`config.mk`:
```
export PLATFORM = sky130hd
export DESIGN_NAME = uart_tx_arbiter
export DESIGN_NICKNAME = d
export VERILOG_FILES = /design/src/rtl/uart_tx_arbiter.sv
export SDC_FILE = /design/constraint.sdc
export NUM_CORES = 1
export LEC_CHECK = 0
export CORE_MARGIN = 2
export CORE_UTILIZATION = 38
export CTS_BUF_LIST = sky130_fd_sc_hd__clkbuf_4 sky130_fd_sc_hd__clkbuf_8
export CTS_CLUSTER_DIAMETER = 40
export DETAILED_ROUTE_END_ITERATION = 10
export PLACE_DENSITY = 0.79
export SKIP_LAST_GASP = 1
export SYNTH_ARGS = -nofsm -noshare
export SYNTH_HDL_FRONTEND = slang
export SYNTH_SLANG_ARGS = --single-unit
```
`constraint.sdc`:
```
create_clock -name clk -period 1.6 [get_ports clk]
set_input_delay 0.32 -clock clk [delete_from_list [all_inputs] [get_ports clk]]
set_output_delay 0.32 -clock clk [all_outputs]
set_load 0.01 [all_outputs]
```
`src/rtl/uart_tx_arbiter.sv`:
```
// Round-robin arbiter that lets NUM_REQ byte producers share one UART TX serializer; optional busy-rise timeout under UART_ARB_TIMEOUT_EN.
// Latency: a request seen in IDLE produces gnt/tx_data_valid one clock later. All outputs are registered.
// Backpressure: nothing is granted while tx_busy is high, and the next grant waits until the current TX frame completes.
module uart_tx_arbiter #(
    parameter int NUM_REQ     = 4,
    parameter int DATA_WIDTH  = 8,
    parameter int ID_WIDTH    = 2,
    parameter int TIMEOUT_CYC = 16
) (
    input  logic                          clk,
    input  logic                          rst,
    input  logic [NUM_REQ-1:0]            req,
    input  logic [NUM_REQ*DATA_WIDTH-1:0] req_data,
    input  logic [NUM_REQ-1:0]            par_en_cfg,
    output logic [NUM_REQ-1:0]            gnt,
    output logic [DATA_WIDTH-1:0]         tx_p_data,
    output logic                          tx_par_en,
    output logic                          tx_data_valid,
    input  logic                          tx_busy,
    output logic [ID_WIDTH-1:0]           owner,
    output logic                          arb_busy,
    output logic                          tx_timeout
);

    if (NUM_REQ < 2 || NUM_REQ > 8 || (2**ID_WIDTH) < NUM_REQ || TIMEOUT_CYC < 1) begin : g_param_err
        $error("uart_tx_arbiter: illegal parameter combination");
    end

    typedef enum logic [1:0] {IDLE, LOAD, WAIT_BUSY, WAIT_DONE} state_t;

    state_t              state;
    logic [ID_WIDTH-1:0] ptr;
    logic [ID_WIDTH-1:0] pick_idx;
    logic                pick_vld;
    logic [ID_WIDTH:0]   rr_sum;
    logic [ID_WIDTH-1:0] rr_cand;
    logic [ID_WIDTH-1:0] next_ptr;
    logic [DATA_WIDTH-1:0] req_byte [NUM_REQ];

`ifdef UART_ARB_TIMEOUT_EN
    localparam int CNT_W = $clog2(TIMEOUT_CYC + 1);
    logic [CNT_W-1:0] to_cnt;
`endif

    always_comb begin
        for (int i = 0; i < NUM_REQ; i++) begin
            req_byte[i] = req_data[i*DATA_WIDTH +: DATA_WIDTH];
        end
    end

    // Scan from the farthest candidate back to ptr so the closest set request wins last.
    always_comb begin
        pick_vld = 1'b0;
        pick_idx = '0;
        rr_sum   = '0;
        rr_cand  = '0;
        for (int k = NUM_REQ - 1; k >= 0; k--) begin
            rr_sum = {1'b0, ptr} + (ID_WIDTH+1)'(k);
            if (rr_sum >= (ID_WIDTH+1)'(NUM_REQ)) begin
                rr_sum = rr_sum - (ID_WIDTH+1)'(NUM_REQ);
            end
            rr_cand = rr_sum[ID_WIDTH-1:0];
            if (req[rr_cand]) begin
                pick_vld = 1'b1;
                pick_idx = rr_cand;
            end
        end
    end

    assign next_ptr = (owner == ID_WIDTH'(NUM_REQ - 1)) ? '0 : owner + 1'b1;

    always_ff @(posedge clk or negedge rst) begin
        if (!rst) begin
            state         <= IDLE;
            ptr           <= '0;
            gnt           <= '0;
            tx_p_data     <= '0;
            tx_par_en     <= 1'b0;
            tx_data_valid <= 1'b0;
            owner         <= '0;
            arb_busy      <= 1'b0;
            tx_timeout    <= 1'b0;
`ifdef UART_ARB_TIMEOUT_EN
            to_cnt        <= '0;
`endif
        end else begin
            gnt           <= '0;
            tx_data_valid <= 1'b0;
            tx_timeout    <= 1'b0;
            case (state)
                IDLE: begin
                    if (pick_vld && !tx_busy) begin
                        state         <= LOAD;
                        arb_busy      <= 1'b1;
                        gnt           <= NUM_REQ'(1) << pick_idx;
                        tx_data_valid <= 1'b1;
                        tx_p_data     <= req_byte[pick_idx];
                        tx_par_en     <= par_en_cfg[pick_idx];
                        owner         <= pick_idx;
                    end
                end
                LOAD: begin
                    state <= WAIT_BUSY;
`ifdef UART_ARB_TIMEOUT_EN
                    to_cnt <= '0;
`endif
                end
                WAIT_BUSY: begin
                    if (tx_busy) begin
                        state <= WAIT_DONE;
                    end
`ifdef UART_ARB_TIMEOUT_EN
                    else if (to_cnt == CNT_W'(TIMEOUT_CYC - 1)) begin
                        // TX never acknowledged the load: drop the byte and move on fairly.
                        state      <= IDLE;
                        arb_busy   <= 1'b0;
                        tx_timeout <= 1'b1;
                        ptr        <= next_ptr;
                    end else begin
                        to_cnt <= to_cnt + 1'b1;
                    end
`endif
                end
                WAIT_DONE: begin
                    if (!tx_busy) begin
                        state    <= IDLE;
                        arb_busy <= 1'b0;
                        ptr      <= next_ptr;
                    end
                end
                default: begin
                    state    <= IDLE;
                    arb_busy <= 1'b0;
                end
            endcase
        end
    end

endmodule

```
==> impl_metrics.tcl, run 1 <==
set metrics [dict create \
    peakVddDrop_uv 1000 \
    dp_cells 250 \
    stdcell_area_mm2 0.00223 \
    synth_flop_cell "dfrtp_1" \
    yosys.area.top_type "dfrtp_1" \
    switching_power_mw 1.16 \
    dr.pass1.iters 4 \
    start_util 0.407 \
    routedWlPerCell_um 16.1 \
    cts_buffer_depth 2 \
    gp_congestion 0.879 \
    die_x_um 61.6 \
    synthCells 131 \
    clk_latency_ps 310 \
    violations "negative setup slack" \
    combPwrFrac 0.644 \
    worstPathMaxFanout 5 \
    syn_nets 178 \
    diodes 0 \
    io-pin-count 61 \
    grt_util_all_layers 0.220 \
    period_minus_slack_ps 1640 \
    finalCritPeriodShare 1.02 \
    setup_viol 8 \
    cts.sinks 21 \
    synth_cell_types 33 \
    required_ps 1790 \
    ys_ff_latch 21 \
    io_buffers 59 \
    fp.dieH_um 61.6 \
    placed_area_mm2 0.00205 \
    pwr-share-clk 0.081 \
    netlist_area_mm2 0.00126 \
    overflow 0 \
    clock.fmax_mhz 611 \
    netlist_top_cells_area "dfrtp_1, mux2i_1, a21boi_0" \
    synth_seq_area_share 0.416 \
    preCtsSetupSlack_ps -853 \
    maxSlewViolCount 0 \
    synthArstFlopShare 1.00 \
    swShare 0.371 \
    arrival_ps 1830 \
    layout_common_cells "clkdlybuf4s50_1, buf_4, dfrtp_1" \
    dieArea_mm2 0.00380 \
    finalHoldViolCount 0 \
    cap_violations 0 \
    worst_hold_path_type "in -> async" \
    drc_errors 0 \
    clock_skew_ps 15.3 \
    synth.avg_cell_area_um2 9.64 \
    cts_buffers 3 \
    fin_cells 263 \
    core_area_mm2 0.00310 \
    grt_max_degree 22 \
    path_class "in -> reg" \
    viasPerCell 5.23 \
    dp_hpwl_um 3020 \
    antenna_found_initial 0 \
    pwr-share-seq 0.275 \
    power.density_mw_per_mm2 1400 \
    nets 267 \
    routed_wl_um 4220 \
    p_leak_nw 1.02 \
    endpoint_kind "flip-flop" \
    worst_slack_ps -35.6 \
    ant_nets 0 \
    ys.warnings.count 0 \
    grt_pass1_wl_um 5990 \
    grt_pass1_vias 1370 \
    final_core_util 0.720 \
    areaGrowthSynthToFinish_pct 77.0 \
    dr_total_vias 1375 \
    start_kind "input pin" \
    clk_pin_slew_worst_paths_ps 120 \
    outcome "finished with violations" \
    hold_slack_ps 343 \
    grt_setup_unrepaired "true" \
    cts_tree "yes" \
    drtIter0Drc 65 \
    cts_root_buffer "clkbuf_4" \
    p_int_mw 1.96 \
    rows 20 \
    drive_gt1_frac 0.233 \
    mostFrequentLayoutCell "clkdlybuf4s50_1" \
    synth_edf_count 0 \
    synth_top_cell_area_share 0.416 \
    htreeDepth 1 \
]
power by group through the flow:
stage	clock [mW]	combinational (mW)	sequential (mW)
floorplan	0	0.761	0.961
global route	0.283	2.16	0.884
detailed placement	0	1.69	0.881
global placement	0	1.62	0.870
finish	0.254	2.01	0.858
CTS	0.261	1.87	0.854
cell families after synthesis:
kind of cell / count (synthesis) / synth area share
simple gates: 42 / 0.163
flops: 21 / 0.416
mux: 12 / 0.0971
other cells: 1 / 0.00297
fa+ha+maj: 4 / 0.0396
compound gates: 40 / 0.234
buf+inv: 11 / 0.0476
worst paths after layout:
check / start / end / slack, ps / cells past startpoint
max: req[2] / tx_p_data[7] / -40 / 8
max reg2reg: ptr[1] / tx_p_data[7] / -30 / 7
min in group clk: tx_p_data[3] / tx_p_data[3] / 520 / 2
min reg2reg: tx_p_data[3] / tx_p_data[3] / 520 / 2
max in group asynchronous: rst / tx_p_data[6] / 1020 / 2
min: rst / gnt[1] / 340 / 2
routing by layer:
| layer | share of wire | global-route usage | vias up | routed length [µm] |
|---|---|---|---|---|
| li1 | - | - | 651 | - |
| met1 | 0.37 | 0.220 | 671 | 1560 |
| met2 | 0.57 | 0.438 | 45 | 2410 |
| met3 | 0.036 | 0.0336 | 8 | 153 |
| met4 | 0.022 | 0.0973 | 0 | 94 |
| met5 | 0 | 0 | - | 0 |
final cells by class:
type | instances | area (µm²)
Multi-Input combinational cell | 100 | 737
Clock buffer | 3 | 22.5
Timing Repair Buffer | 90 | 875
Fill cell | 250 | 868
Tap cell | 44 | 55.1
Clock inverter | 1 | 5.00
Inverter | 4 | 15.0
Sequential cell | 21 | 526
registers in the layout, summed over array words and instances (netlist names):
signal         flops
ptr                2
state              2
tx_data_valid      1
owner              2
tx_p_data          8
arb_busy           1
gnt                4
tx_par_en          1
per-stage QoR:
step / TNS [ps] / total power [mW]
2_1_floorplan: 0 / 1.72
3_3_place_gp: -9280 / 2.49
3_5_place_dp: -11000 / 2.58
4_1_cts: -8.88 / 2.99
5_1_grt: -760 / 3.33
6_report: -96.7 / 3.12
critical path, cell delays in order:
cell	delay [ps]
clkdlybuf4s50_1	430
buf_4	160
nand2_1	90
a2bb2oi_4	150
and2_4	200
buf_12	130
mux2i_2	200
o211ai_1	140
Yosys cell counts, drive strengths merged, types with 2 or more instances:
cell type,n
dfrtp,21
nand2,17
o21ai,11
mux2i,10
a21boi,9
and3,9
o211ai,9
nor2,6
buf,4
ha,4
inv,4
clkbuf,3
a211oi,2
a21o,2
mux2,2
nand2b,2
nor2b,2
nor3,2
o31ai,2
timing repair:
action                     CTS  global route
resized for setup           13            13
setup buffers                5             2
pin swaps                    2             6
hold buffers                 0             0
cloned                       1             1
setup endpoints to repair   17            16
(Power assumes the default switching activity.)
==> inputs of run 2 (changes only) <==
CAP_MARGIN = 20   (was default)
CELL_PAD_IN_SITES_DETAIL_PLACEMENT = 1   (was default)
CELL_PAD_IN_SITES_GLOBAL_PLACEMENT = 1   (was default)
CORE_UTILIZATION = 27   (was 38)
PLACE_DENSITY = default   (was 0.79)
PLACE_DENSITY_LB_ADDON = 0.1   (was default)
==> impl_metrics.tcl, run 2 (synthesis gave the netlist of run 1 again) <==
set metrics [dict create \
    outcome "finished with violations" \
    violations "negative setup slack" \
    mostFrequentLayoutCell "clkdlybuf4s50_1" \
    largestRegisters "tx_p_data x8, gnt x4" \
    clk_latency_ps 260 \
    fin_tns_setup_ps -5.33 \
    start_kind "flip-flop" \
    areaGrowthSynthToFinish_pct 84.0 \
    routedWlPerCell_um 16.3 \
    die_x_um 72.4 \
    preCtsSetupSlack_ps -890 \
    stdcell_area_mm2 0.00232 \
    viasPerCell 5.00 \
    io_buffers 59 \
    worst_hold_path_type "in -> async" \
    overflow 0 \
    grt_setup_unrepaired "true" \
    hold_buffers 0 \
    cts_buffer_depth 2 \
    dp_cells 259 \
    dr_total_vias 1365 \
    grt_pass1_wl_um 7480 \
    fp.dieH_um 72.4 \
    fin_cells 273 \
    arrival_ps 1750 \
    grt_max_degree 22 \
    worstPathMaxFanout 8 \
    dp_hpwl_um 3170 \
    clock.fmax_mhz 623 \
    drtIter0Drc 35 \
    dieArea_mm2 0.00524 \
    rows 24 \
    routed_wl_um 4450 \
    diodes 0 \
    gp_congestion 0.752 \
    cp_num_buf_inv 2 \
    htreeDepth 1 \
    finalHoldViolCount 0 \
    grt_util_all_layers 0.187 \
    endpoint_kind "flip-flop" \
    antenna_found_initial 0 \
    largest_reg_flops 8 \
    critPathTopFamily "flip-flops" \
    io-pin-count 61 \
    power.density_mw_per_mm2 1390 \
    drc_errors 0 \
    layout_common_cells "clkdlybuf4s50_1, buf_4, dfrtp_1" \
    dr.pass1.iters 4 \
    cts.sinks 21 \
    p_leak_nw 1.02 \
    maxSlewViolCount 0 \
    clock_skew_ps 4.52 \
    critPathMaxStageDelay_ps 390 \
    cts_tree "yes" \
    path_class "reg -> reg" \
    clk_pin_slew_worst_paths_ps 80 \
    required_ps 1740 \
    ant_nets 0 \
    setup_viol 1 \
    finalCritPeriodShare 1.00 \
    cts_buffers 3 \
    critPathSlowestCell "dfrtp_1" \
    cap_violations 0 \
    worst_slack_ps -5.33 \
    grt_pass1_vias 1489 \
    peakVddDrop_uv 407 \
    drive_gt1_frac 0.267 \
    nets 269 \
    placed_area_mm2 0.00208 \
    core_area_mm2 0.00444 \
    cts_root_buffer "clkbuf_8" \
    regMostFlops "tx_p_data" \
    start_util 0.284 \
    period_minus_slack_ps 1610 \
    cp_cell_sequence "buf_6 > nand2b_1 > a21o_1 > and2_4 > buf_12 > mux2i_2 > o211ai_1" \
]
==> run 2: layout make-up <==
cell class,instances,area [µm²]
multi-input combinational,100,761
inverter,4,18.8
timing repair buffer,92,907
clock buffer,3,41.3
sequential,21,526
fill,494,2120
clock inverter,1,5.00
tap,52,65.1
==> run 2: repair_timing <==
| action | 4_1_cts | 5_1_grt |
|---|---|---|
| gates resized for setup | 37 | 5 |
| setup buffers | 7 | 1 |
| pin swaps | 12 | 8 |
| endpoints found under the setup margin | 18 | 11 |
| cloned | 2 | 0 |
==> run 2: stage by stage <==
| step | hold WS (ps) | power (mW) | utilization |
|---|---|---|---|
| 2_1_floorplan | 24.4 | 1.72 | - |
| 3_3_place_gp | 479 | 2.53 | 0.468 |
| 3_5_place_dp | 490 | 2.60 | 0.468 |
| 4_1_cts | 425 | 3.24 | 0.520 |
| 5_1_grt | 442 | 3.51 | 0.523 |
| 6_report | 410 | 3.24 | 0.523 |
==> run 2: power breakdown <==
group	total, mW	internal (mW)	switching [mW]	leakage (nW)
Combinational	2.00	1.14	0.854	0.729
Sequential	0.880	0.742	0.139	0.267
Clock	0.361	0.174	0.187	0.0255
==> run 2: routing by layer <==
layer | track usage | wire [µm] | up-vias
met4 | 0.0658 | 62 | 0
met3 | 0.0250 | 167 | 4
met1 | 0.213 | 1740 | 668
met2 | 0.355 | 2470 | 39
li1 | - | - | 654
met5 | 0 | 0 | -
==> run 2: final timing paths <==
check / endpoint / cells after the start / startpoint / slack (ps)
min in group clk: tx_p_data[1] / 2 / tx_p_data[1] / 500
max in group asynchronous: tx_par_en / 2 / rst / 970
min reg2reg: tx_p_data[1] / 2 / tx_p_data[1] / 500
max: tx_p_data[6] / 7 / ptr[1] / -5
max reg2reg: tx_p_data[6] / 7 / ptr[1] / -5
min: tx_p_data[4] / 2 / rst / 410
